File: src/rtl/imem_loader_if.sv
// imem_loader_if: byte-stream receive handshake plus instruction memory write port
// master: host side, drives rx_data/rx_valid and observes the memory write port
// slave:  loader side, accepts bytes via rx_ready and drives imem_we/imem_addr/imem_wdata
interface imem_loader_if;
  logic [7:0]  rx_data;
  logic        rx_valid;
  logic        rx_ready;
  logic        imem_we;
  logic [15:0] imem_addr;
  logic [15:0] imem_wdata;
  modport master(output rx_data, rx_valid, input rx_ready, imem_we, imem_addr, imem_wdata);
  modport slave(input rx_data, rx_valid, output rx_ready, imem_we, imem_addr, imem_wdata);
endinterface

File: src/rtl/imem_loader.sv
// imem_loader: loads a length-prefixed, XOR-checksummed byte stream into instruction memory as big-endian 16-bit words
// clk, rst      : clock and synchronous active-high reset
// i_start       : begins a load from IDLE, DONE or ERR
// ld (slave)    : rx_data/rx_valid/rx_ready byte handshake and imem_we/imem_addr/imem_wdata write port
// o_cpu_hold    : holds the datapath until a load completes with a good checksum
// o_done/o_error: load succeeded / failed (bad checksum or oversize length)
module imem_loader #(
  parameter logic [15:0] BASE_ADDR = 16'h0000,
  parameter logic [15:0] MAX_WORDS = 16'd1024
) (
  input  logic         clk,
  input  logic         rst,
  input  logic         i_start,
  imem_loader_if.slave ld,
  output logic         o_cpu_hold,
  output logic         o_done,
  output logic         o_error
);
  typedef enum logic [3:0] {
    S_IDLE, S_LEN_HI, S_LEN_LO, S_DATA_HI, S_DATA_LO, S_WRITE, S_CSUM, S_DONE, S_ERR
  } state_t;
  state_t      r_state, w_next;
  logic        r_rx_ready, r_we, r_cpu_hold, r_done, r_error;
  logic [15:0] r_addr, r_wdata, r_len, r_cnt;
  logic [7:0]  r_xor;
  logic        w_xfer, w_restart;
  logic [15:0] w_n, w_cnt_inc;
  assign w_xfer    = ld.rx_valid & r_rx_ready;
  assign w_restart = i_start & (r_state == S_IDLE | r_state == S_DONE | r_state == S_ERR);
  // full word count as seen while the low length byte is on the bus
  assign w_n       = {r_len[15:8], ld.rx_data};
  assign w_cnt_inc = r_cnt + 16'd1;
  always_comb begin
    w_next = r_state;
    case (r_state)
      S_IDLE, S_DONE, S_ERR: w_next = i_start ? S_LEN_HI : r_state;
      S_LEN_HI:  w_next = w_xfer ? S_LEN_LO : r_state;
      S_LEN_LO:  if (w_xfer) w_next = (w_n > MAX_WORDS) ? S_ERR : (w_n == 16'd0) ? S_CSUM : S_DATA_HI;
      S_DATA_HI: w_next = w_xfer ? S_DATA_LO : r_state;
      S_DATA_LO: w_next = w_xfer ? S_WRITE : r_state;
      S_WRITE:   w_next = (w_cnt_inc == r_len) ? S_CSUM : S_DATA_HI;
      S_CSUM:    if (w_xfer) w_next = (ld.rx_data == r_xor) ? S_DONE : S_ERR;
      default:   w_next = S_IDLE;
    endcase
  end
  // all outputs are registered decodes of the next state so they line up with r_state
  always_ff @(posedge clk) begin
    if (rst) begin
      r_state    <= S_IDLE;
      r_rx_ready <= 1'b0;
      r_we       <= 1'b0;
      r_cpu_hold <= 1'b1;
      r_done     <= 1'b0;
      r_error    <= 1'b0;
      r_addr     <= BASE_ADDR;
      r_wdata    <= 16'h0000;
      r_len      <= 16'h0000;
      r_cnt      <= 16'h0000;
      r_xor      <= 8'h00;
    end else begin
      r_state    <= w_next;
      r_rx_ready <= w_next inside {S_LEN_HI, S_LEN_LO, S_DATA_HI, S_DATA_LO, S_CSUM};
      r_we       <= w_next == S_WRITE;
      r_cpu_hold <= w_next != S_DONE;
      r_done     <= w_next == S_DONE;
      r_error    <= w_next == S_ERR;
      if (w_restart) begin
        r_xor  <= 8'h00;
        r_cnt  <= 16'h0000;
        r_addr <= BASE_ADDR;
      end
      if (w_xfer && r_state != S_CSUM) r_xor <= r_xor ^ ld.rx_data;
      if (w_xfer && r_state == S_LEN_HI) r_len[15:8] <= ld.rx_data;
      if (w_xfer && r_state == S_LEN_LO) r_len[7:0] <= ld.rx_data;
      if (w_xfer && r_state == S_DATA_HI) r_wdata[15:8] <= ld.rx_data;
      if (w_xfer && r_state == S_DATA_LO) r_wdata[7:0] <= ld.rx_data;
      if (r_state == S_WRITE) begin
        r_addr <= r_addr + 16'd2;
        r_cnt  <= w_cnt_inc;
      end
    end
  end
  assign ld.rx_ready   = r_rx_ready;
  assign ld.imem_we    = r_we;
  assign ld.imem_addr  = r_addr;
  assign ld.imem_wdata = r_wdata;
  assign o_cpu_hold    = r_cpu_hold;
  assign o_done        = r_done;
  assign o_error       = r_error;
endmodule
File: src/flat_wrapper.sv
// flat-port wrapper written by rule: the top's interface ports become plain ports
module imem_loader_flat 
#(
  parameter logic [15:0] BASE_ADDR = 16'h0000,
  parameter logic [15:0] MAX_WORDS = 16'd1024
)
  (clk, rst, i_start, o_cpu_hold, o_done, o_error, ld_rx_data, ld_rx_valid, ld_rx_ready, ld_imem_we, ld_imem_addr, ld_imem_wdata);
  imem_loader_if ld_i ();
  input  logic clk;
  input  logic rst;
  input  logic i_start;
  output logic o_cpu_hold;
  output logic o_done;
  output logic o_error;
  input wire logic [$bits(ld_i.rx_data)-1:0] ld_rx_data;
  input wire logic [$bits(ld_i.rx_valid)-1:0] ld_rx_valid;
  output wire logic [$bits(ld_i.rx_ready)-1:0] ld_rx_ready;
  output wire logic [$bits(ld_i.imem_we)-1:0] ld_imem_we;
  output wire logic [$bits(ld_i.imem_addr)-1:0] ld_imem_addr;
  output wire logic [$bits(ld_i.imem_wdata)-1:0] ld_imem_wdata;
  assign ld_i.rx_data = ld_rx_data;
  assign ld_i.rx_valid = ld_rx_valid;
  assign ld_rx_ready = ld_i.rx_ready;
  assign ld_imem_we = ld_i.imem_we;
  assign ld_imem_addr = ld_i.imem_addr;
  assign ld_imem_wdata = ld_i.imem_wdata;
  imem_loader #(.BASE_ADDR(BASE_ADDR), .MAX_WORDS(MAX_WORDS)) u_core (.clk(clk), .rst(rst), .i_start(i_start), .ld(ld_i), .o_cpu_hold(o_cpu_hold), .o_done(o_done), .o_error(o_error));
endmodule
File: config.mk
export PLATFORM = sky130hd
export DESIGN_NAME = imem_loader_flat
export DESIGN_NICKNAME = d
export VERILOG_FILES = /design/src/rtl/imem_loader_if.sv /design/src/rtl/imem_loader.sv /design/src/flat_wrapper.sv
export SDC_FILE = /design/constraint.sdc
export NUM_CORES = 1
export LEC_CHECK = 0
export CORE_ASPECT_RATIO = 0.75
export CORE_MARGIN = 5
export CORE_UTILIZATION = 50
export DETAILED_ROUTE_END_ITERATION = 10
export GPL_TIMING_DRIVEN = 0
export PLACE_DENSITY = 0.71
export SLEW_MARGIN = 20
export SYNTH_ARGS = -nofsm -noshare
export SYNTH_HDL_FRONTEND = slang
export SYNTH_SLANG_ARGS = --single-unit
export TNS_END_PERCENT = 10
File: constraint.sdc
create_clock -name clk -period 3 [get_ports clk]
set_input_delay 0.6 -clock clk [delete_from_list [all_inputs] [get_ports clk]]
set_output_delay 0.6 -clock clk [all_outputs]
set_load 0.005 [all_outputs]
==> key figures, run 1 <==
STA
  – Fin. Hold Viols: 0
  – Max-slew violations: 0
  – Worst slew pin tran: about 0.97 ns
  – Part of the cycle the worst path needs: 94.5%
  – Fin crit period: 2.84 ns
  – Worst Skew: 0.00479 ns
  – # setup viols final: 0
  – RSZ-0062 raised after global routing: no
  – Slew margin rel.: 35.2%
  – TNS Setup: 0 ns
  – FMAX: 353 MHz

Die
  – Initial Util: 50.4%
  – Die area: 10,400 um2
  – Die width: 116 um
  – Placeable Area: 8350 um2
  – Die Y: 89.4 um
  – Top-level I/O count: a little under 50
  – Row cnt: 29

Setup path
  – Largest fanout on the critical path: 7
  – Crit path kind: reg2reg
  – Crit-path slowest cell: nor4_1
  – Critical Path Start Type: register
  – Required time of the critical path: about 3.3 ns
  – Crit path max-delay family: simple AND/OR/NAND/NOR gates
  – Worst path bufs/invs: 1
  – Worst-path cell chain: clkbuf_1 -> nand4_1 -> nor4_1 -> xnor2_1 -> nand4_1 -> nor4_1 -> o2bb2ai_1
  – Peak per-stage delay on the critical path: 0.64 ns
  – Crit. End Element: register
  – CP arrival: 3.09 ns

Synth
  – Synthesized area: between 4000 and 5000 um2
  – Syn Inst Count: between 500 and 600
  – EDFF count, synth: 0
  – Syn Nets: 527
  – Ys Warns: 0
  – Yosys cell types: 68
  – Seq cells post-synth: 80
  – Prevailing post-synth register cell: dfxtp_1
  – Async S/R FF share, synth: 0%
  – Post-synthesis sequential area ratio: 38.1%
  – Syn_area_per_cell: 8.19 um2

Clocking
  – Num CTS Buffers: 9
  – Cts hold-fix bufs: 0
  – Clock sinks: 80
  – Post-CTS resize count: 0
  – Worst-path clk slew: ~0.06 ns
  – Maximum clock path buffer count: 2
  – Setup bufs post-CTS: 0
  – CTS tree: built
  – Root buf cell: clkbuf_16
  – Htree depth: 3
  – Clock Latency Late Sink: 0.33 ns

Cells and area
  – Layout area overhead: 19.2%
  – FF+latch area: approximately 1600 um2
  – Commonest non-fill, non-tap cells in the layout: nor2_1 (90), dfxtp_1 (80), clkdlybuf4s50_1 (39)
  – Final instance area: 5010 um2
  – Commonest non-fill, non-tap cell in the layout: nor2_1
  – Fin util: 60.0%
  – Layout cells sized above 1: 6.88%
  – Final cell count without fillers: 675
  – # diodes: 0
  – Layout Nets: roughly 580
  – FILL cells: 751
  – Area of the multi-input gates: about 2400 um2

Power and ir drop
  – Max VDD drop: 0.344 mV
  – P_leak: 1.86 nW
  – Power Density: 456 nW/um2
  – Pwr Total: 2.29 mW

Route
  – Routed length on met3: 737 um
  – DR pass1 iterations: 6
  – Met2 wire length: 4870 um
  – Wirelength per Cell: approximately 16 um
  – Initial DRC count: 295
  – Post-DR vias/cell: between 5 and 6
  – DRC violations left: 0
  – Top routing layer in use: met4
  – Final wirelength: 10,800 um
  – Post-route ant nets: 0
  – Met1 Wirelength: 5130 um
  – Vias: 3,861

GRT
  – Initial antenna violation count: 0
  – Tot GR Track Use: 21.8%
  – Grt ovf: 0
  – Via count of the first global-routing pass: 3,531
  – First-pass GRT wire length: 17,700 um
  – Largest net degree at the start of global routing: 13

Place
  – PortBufs: 39
  – Final HPWL DP: slightly below 8000 um
  – Placed cells: 660
  – DP Area: 4730 um2
  – GP Congestion: about 0.9

Job
  – Max-cap violations: 0

Status
  – Outcome: finished clean

Min path
  – Hold Crit Class: reg2reg
## final timing paths
path	startpoint	to	slack (ns)	cells past startpoint
max reg2reg	u_core.r_cnt[0]	u_core.r_state[2]	0.16	7
min reg2reg	u_core.ld.imem_wdata[10]	u_core.ld.imem_wdata[10]	0.49	2
min	u_core.ld.imem_wdata[10]	u_core.ld.imem_wdata[10]	0.49	2
max	u_core.r_cnt[0]	u_core.r_state[2]	0.16	7
## where the power goes
part | total, mW | internal [mW] | switching (mW)
registers | 1.08 | 1.07 | 0.00927
logic | 0.145 | 0.0482 | 0.0971
clock network | 1.06 | 0.641 | 0.420
total | 2.29 | 1.76 | 0.526
## Yosys cell counts, types with 3 or more instances
master | n | area, um2
a211oi_1 | 3 | 22.5
nand3b_1 | 8 | 60.1
clkbuf_1 | 31 | 116
nor3_1 | 12 | 60.1
nand2_1 | 31 | 116
or3_1 | 8 | 50.1
inv_1 | 4 | 15.0
nor4_1 | 7 | 43.8
a21oi_1 | 38 | 190
nand3_1 | 16 | 80.1
and3_1 | 7 | 43.8
mux2_2 | 4 | 45.0
nor2_1 | 90 | 338
mux2i_1 | 32 | 320
dfxtp_1 | 80 | 1600
nand2b_1 | 5 | 31.3
xnor2_1 | 13 | 114
and2_1 | 4 | 25.0
buf_2 | 5 | 25.0
o21ai_0 | 26 | 130
xor2_1 | 22 | 193
nand4_1 | 9 | 56.3
## flip-flops by register name (all words and copies together), names as in the netlist
register,count
u_core.ld.imem_we,1
u_core.r_state,4
u_core.o_done,1
u_core.r_xor,8
u_core.ld.imem_wdata,16
u_core.ld.imem_addr,15
u_core.o_cpu_hold,1
u_core.r_len,16
u_core.ld.rx_ready,1
u_core.r_cnt,16
u_core.o_error,1
## worst min-delay path: stages (launching register included)
cell and delay [ns]:
dfxtp_1 0.32, mux2i_1 0.07, nor2_1 0.07
## layout make-up
type                    instances  share of cell area (%)
flip-flops and latches         80                    32.0
well taps                     108                    2.70
plain buffers                  39                    3.27
repair buffers                 39                    7.79
clock inverters                 3                   0.874
multi-input cells             390                    48.4
clock buffers                  12                    4.72
inverters                       4                   0.300
## cells by family after synthesis
logic type / Yosys count / synth area share, %
AND/OR/NAND/NOR: 221 / 27.2
AO/OA/AOI/OAI: 95 / 13.8
flip-flops: 80 / 38.1
buffers and inverters: 43 / 4.26
multiplexers: 36 / 8.69
XOR/XNOR: 35 / 7.29
adder cells (fa/ha/maj): 2 / 0.595
other: 1 / 0.0892
## stage by stage
step | hold slack [ns] | setup WS [ns]
after floorplan | 0.467 | 0.677
after global placement | 0.473 | -0.00370
after detailed placement | 0.485 | -0.0557
after CTS | 0.499 | 0.255
after global routing | 0.518 | 0.0238
final | 0.492 | 0.164
## routing by layer
metal | track usage (%) | vias to the layer above
met3 | 5.35 | 8
li1 | - | 1900
met5 | 0 | -
met2 | 34.8 | 131
met1 | 30.1 | 1822
met4 | 4.74 | 0
Power figures use the tool's default switching activity.
==> inputs of run 2 (changes only) <==
--- a/config.mk
+++ b/config.mk
@@ -10,6 +10,7 @@
 export CORE_UTILIZATION = 50
 export DETAILED_ROUTE_END_ITERATION = 10
 export GPL_TIMING_DRIVEN = 0
+export MAX_ROUTING_LAYER = met4
 export PLACE_DENSITY = 0.71
 export SLEW_MARGIN = 20
 export SYNTH_ARGS = -nofsm -noshare
==> run 2 against run 1 <==
Sequential share of layout area decreased by 0.32 points. Critical endpoint unchanged. Final area grew 1.0%. Sequential power about the same.
==> key figures, run 2 (synthesized netlist as in run 1, its figures left out) <==
Setup path
  – R2R Path End: u_core.r_state[2]
  – Crit. End Element: register
  – FF-to-FF path depth: 7
  – Required time of the critical path: 3.26 ns
  – Critical Path Start Type: register
  – Crit path from: u_core.r_cnt[2]
  – Largest fanout on the critical path: 10
  – Peak per-stage delay on the critical path: 0.64 ns
  – CP arrival: 3.07 ns
  – Worst-path cell chain: clkbuf_1 -> nand4_1 -> nor4_1 -> xnor2_1 -> nand4_1 -> nor4_1 -> o2bb2ai_1
  – Crit path kind: reg2reg
  – Worst R2R Start: u_core.r_cnt[2]
  – R2R Setup Slk: roughly 0.19 ns
  – Crit-path slowest cell: nor4_1

Route
  – Post-DR vias/cell: 5.78
  – Wirelength per Cell: 16.2 um
  – Initial DRC count: 324
  – Post-route ant nets: 0
  – DRC violations left: 0
  – Final wirelength: 11,000 um
  – Vias: 3,904
  – DR pass1 iterations: 5

Clocking
  – Num CTS Buffers: 9
  – Maximum clock path buffer count: 2
  – Clock sinks: 80
  – CTS tree: built
  – Clock Latency Late Sink: 0.34 ns
  – Cts hold-fix bufs: 0
  – Worst-path clk slew: approximately 0.060 ns
  – Htree depth: 3
  – Root buf cell: clkbuf_16

GRT
  – Grt ovf: 0
  – Via count of the first global-routing pass: 3,714
  – Initial antenna violation count: 0
  – Largest net degree at the start of global routing: 14
  – First-pass GRT wire length: 18,400 um
  – Tot GR Track Use: 23.2%

Power and ir drop
  – Internal power: 1.87 mW
  – Sequential share of power: ~45%
  – Clock power frac: 49.2%
  – Net Sw Frac: 22.3%
  – Power Density: 477 nW/um2
  – Logic gate share of total power: around 6.0%
  – Max VDD drop: 0.384 mV
  – P_leak: roughly 1.9 nW
  – Pwr Total: roughly 2.4 mW
  – P_sw: 0.538 mW

Cells and area
  – Fin util: 60.6%
  – # diodes: 0
  – Layout Nets: approximately 580
  – Layout cells sized above 1: 7.39%
  – Final cell count without fillers: 676
  – FILL cells: 755
  – Layout area overhead: 20.4%
  – Area of the multi-input gates: 2430 um2
  – FF+latch area: about 1600 um2
  – Commonest non-fill, non-tap cell in the layout: nor2_1
  – Commonest non-fill, non-tap cells in the layout: nor2_1 (90), dfxtp_1 (80), clkdlybuf4s50_1 (39)

Place
  – GP Congestion: 0.896
  – Final HPWL DP: about 7800 um
  – Placed cells: 660
  – DP Worst Slack: -0.0510 ns
  – PortBufs: 39

Job
  – Max-cap violations: 0

Die
  – Die width: 116 um
  – Row cnt: 29
  – Die Y: 89.4 um
  – Initial Util: 50.4%
  – Placeable Area: between 8000 and 9000 um2
  – Top-level I/O count: 49
  – Die area: 10,400 um2

Min path
  – Hold Crit Class: reg2reg
  – Worst hold path stage count: 2
  – Hold EP: u_core.ld.imem_wdata[4]
  – Worst hold start: u_core.ld.imem_wdata[4]

STA
  – Fin. Hold Viols: 0
  – FMAX: 356 MHz
  – TNS Setup: 0 ns
  – RSZ-0062 raised after global routing: no
  – Final setup margin: 0.190 ns
  – # setup viols final: 0
  – Worst Skew: 0.00487 ns
  – Fin crit period: 2.81 ns
  – Slew margin rel.: 32.8%
  – Worst slew pin tran: 1.00 ns
  – Max-slew violations: 0
  – Part of the cycle the worst path needs: 93.7%

Status
  – Outcome: finished clean
## run 2: cell types whose count changed in the layout (fill, tap and decap cells not counted), sizes merged
cell	previous run	this run
bufinv	1	2
## run 2: power by group through the flow
stage                     clock [mW]  sequential (mW)  combinational [mW]
after floorplan                    0             1.10              0.0993
after CTS                       1.20             1.08               0.144
after detailed placement           0             1.10               0.144
after global routing            1.26             1.08               0.161
final                           1.19             1.08               0.146
after global placement             0             1.10               0.141
## run 2: area by class of cell
class                   instances  area share [%]
flip-flops and latches         80            31.7
plain buffers                  39            3.24
clock buffers                  12            4.87
inverters                       4           0.297
multi-input cells             390            48.0
clock inverters                 4            1.53
well taps                     108            2.67
repair buffers                 39            7.72
## run 2: repair_timing
action | in CTS | in global routing
resized for setup | 0 | 1
buffers inserted | 0 | 0
setup endpoints to repair | 0 | 1
## run 2: metrics by stage
stage	hold WS, ns	area [um2]
2_1_floorplan	0.467	4200
3_3_place_gp	0.472	4730
3_5_place_dp	0.486	4730
4_1_cts	0.498	5050
5_1_grt	0.528	5060
6_report	0.496	5060
## run 2: layer usage
| metal | GRT usage [%] | part of all wire [%] | vias to the layer above |
|---|---|---|---|
| met3 | 5.95 | 6.4 | 13 |
| li1 | - | - | 1894 |
| met2 | 35.5 | 45 | 139 |
| met5 | - | 0 | - |
| met1 | 31.2 | 48 | 1858 |
| met4 | 4.95 | 0.82 | 0 |
## run 2: worst max-delay path by stage
stage,endpoint,depth (start not counted)
detailed placement,u_core.o_cpu_hold,8
finish,u_core.r_state[2],7
global route,u_core.r_state[2],7
CTS,u_core.r_state[2],7
global placement,u_core.o_cpu_hold,8
floorplan,u_core.o_cpu_hold,7
## run 2: worst max-delay path: cells and delay by family (launching register included)
family	cells	cell delay (ns)
xor+xnor	1	0.19
flops	1	0.30
simple gates	4	1.72
buf+inv	1	0.30
compound gates	1	0.21
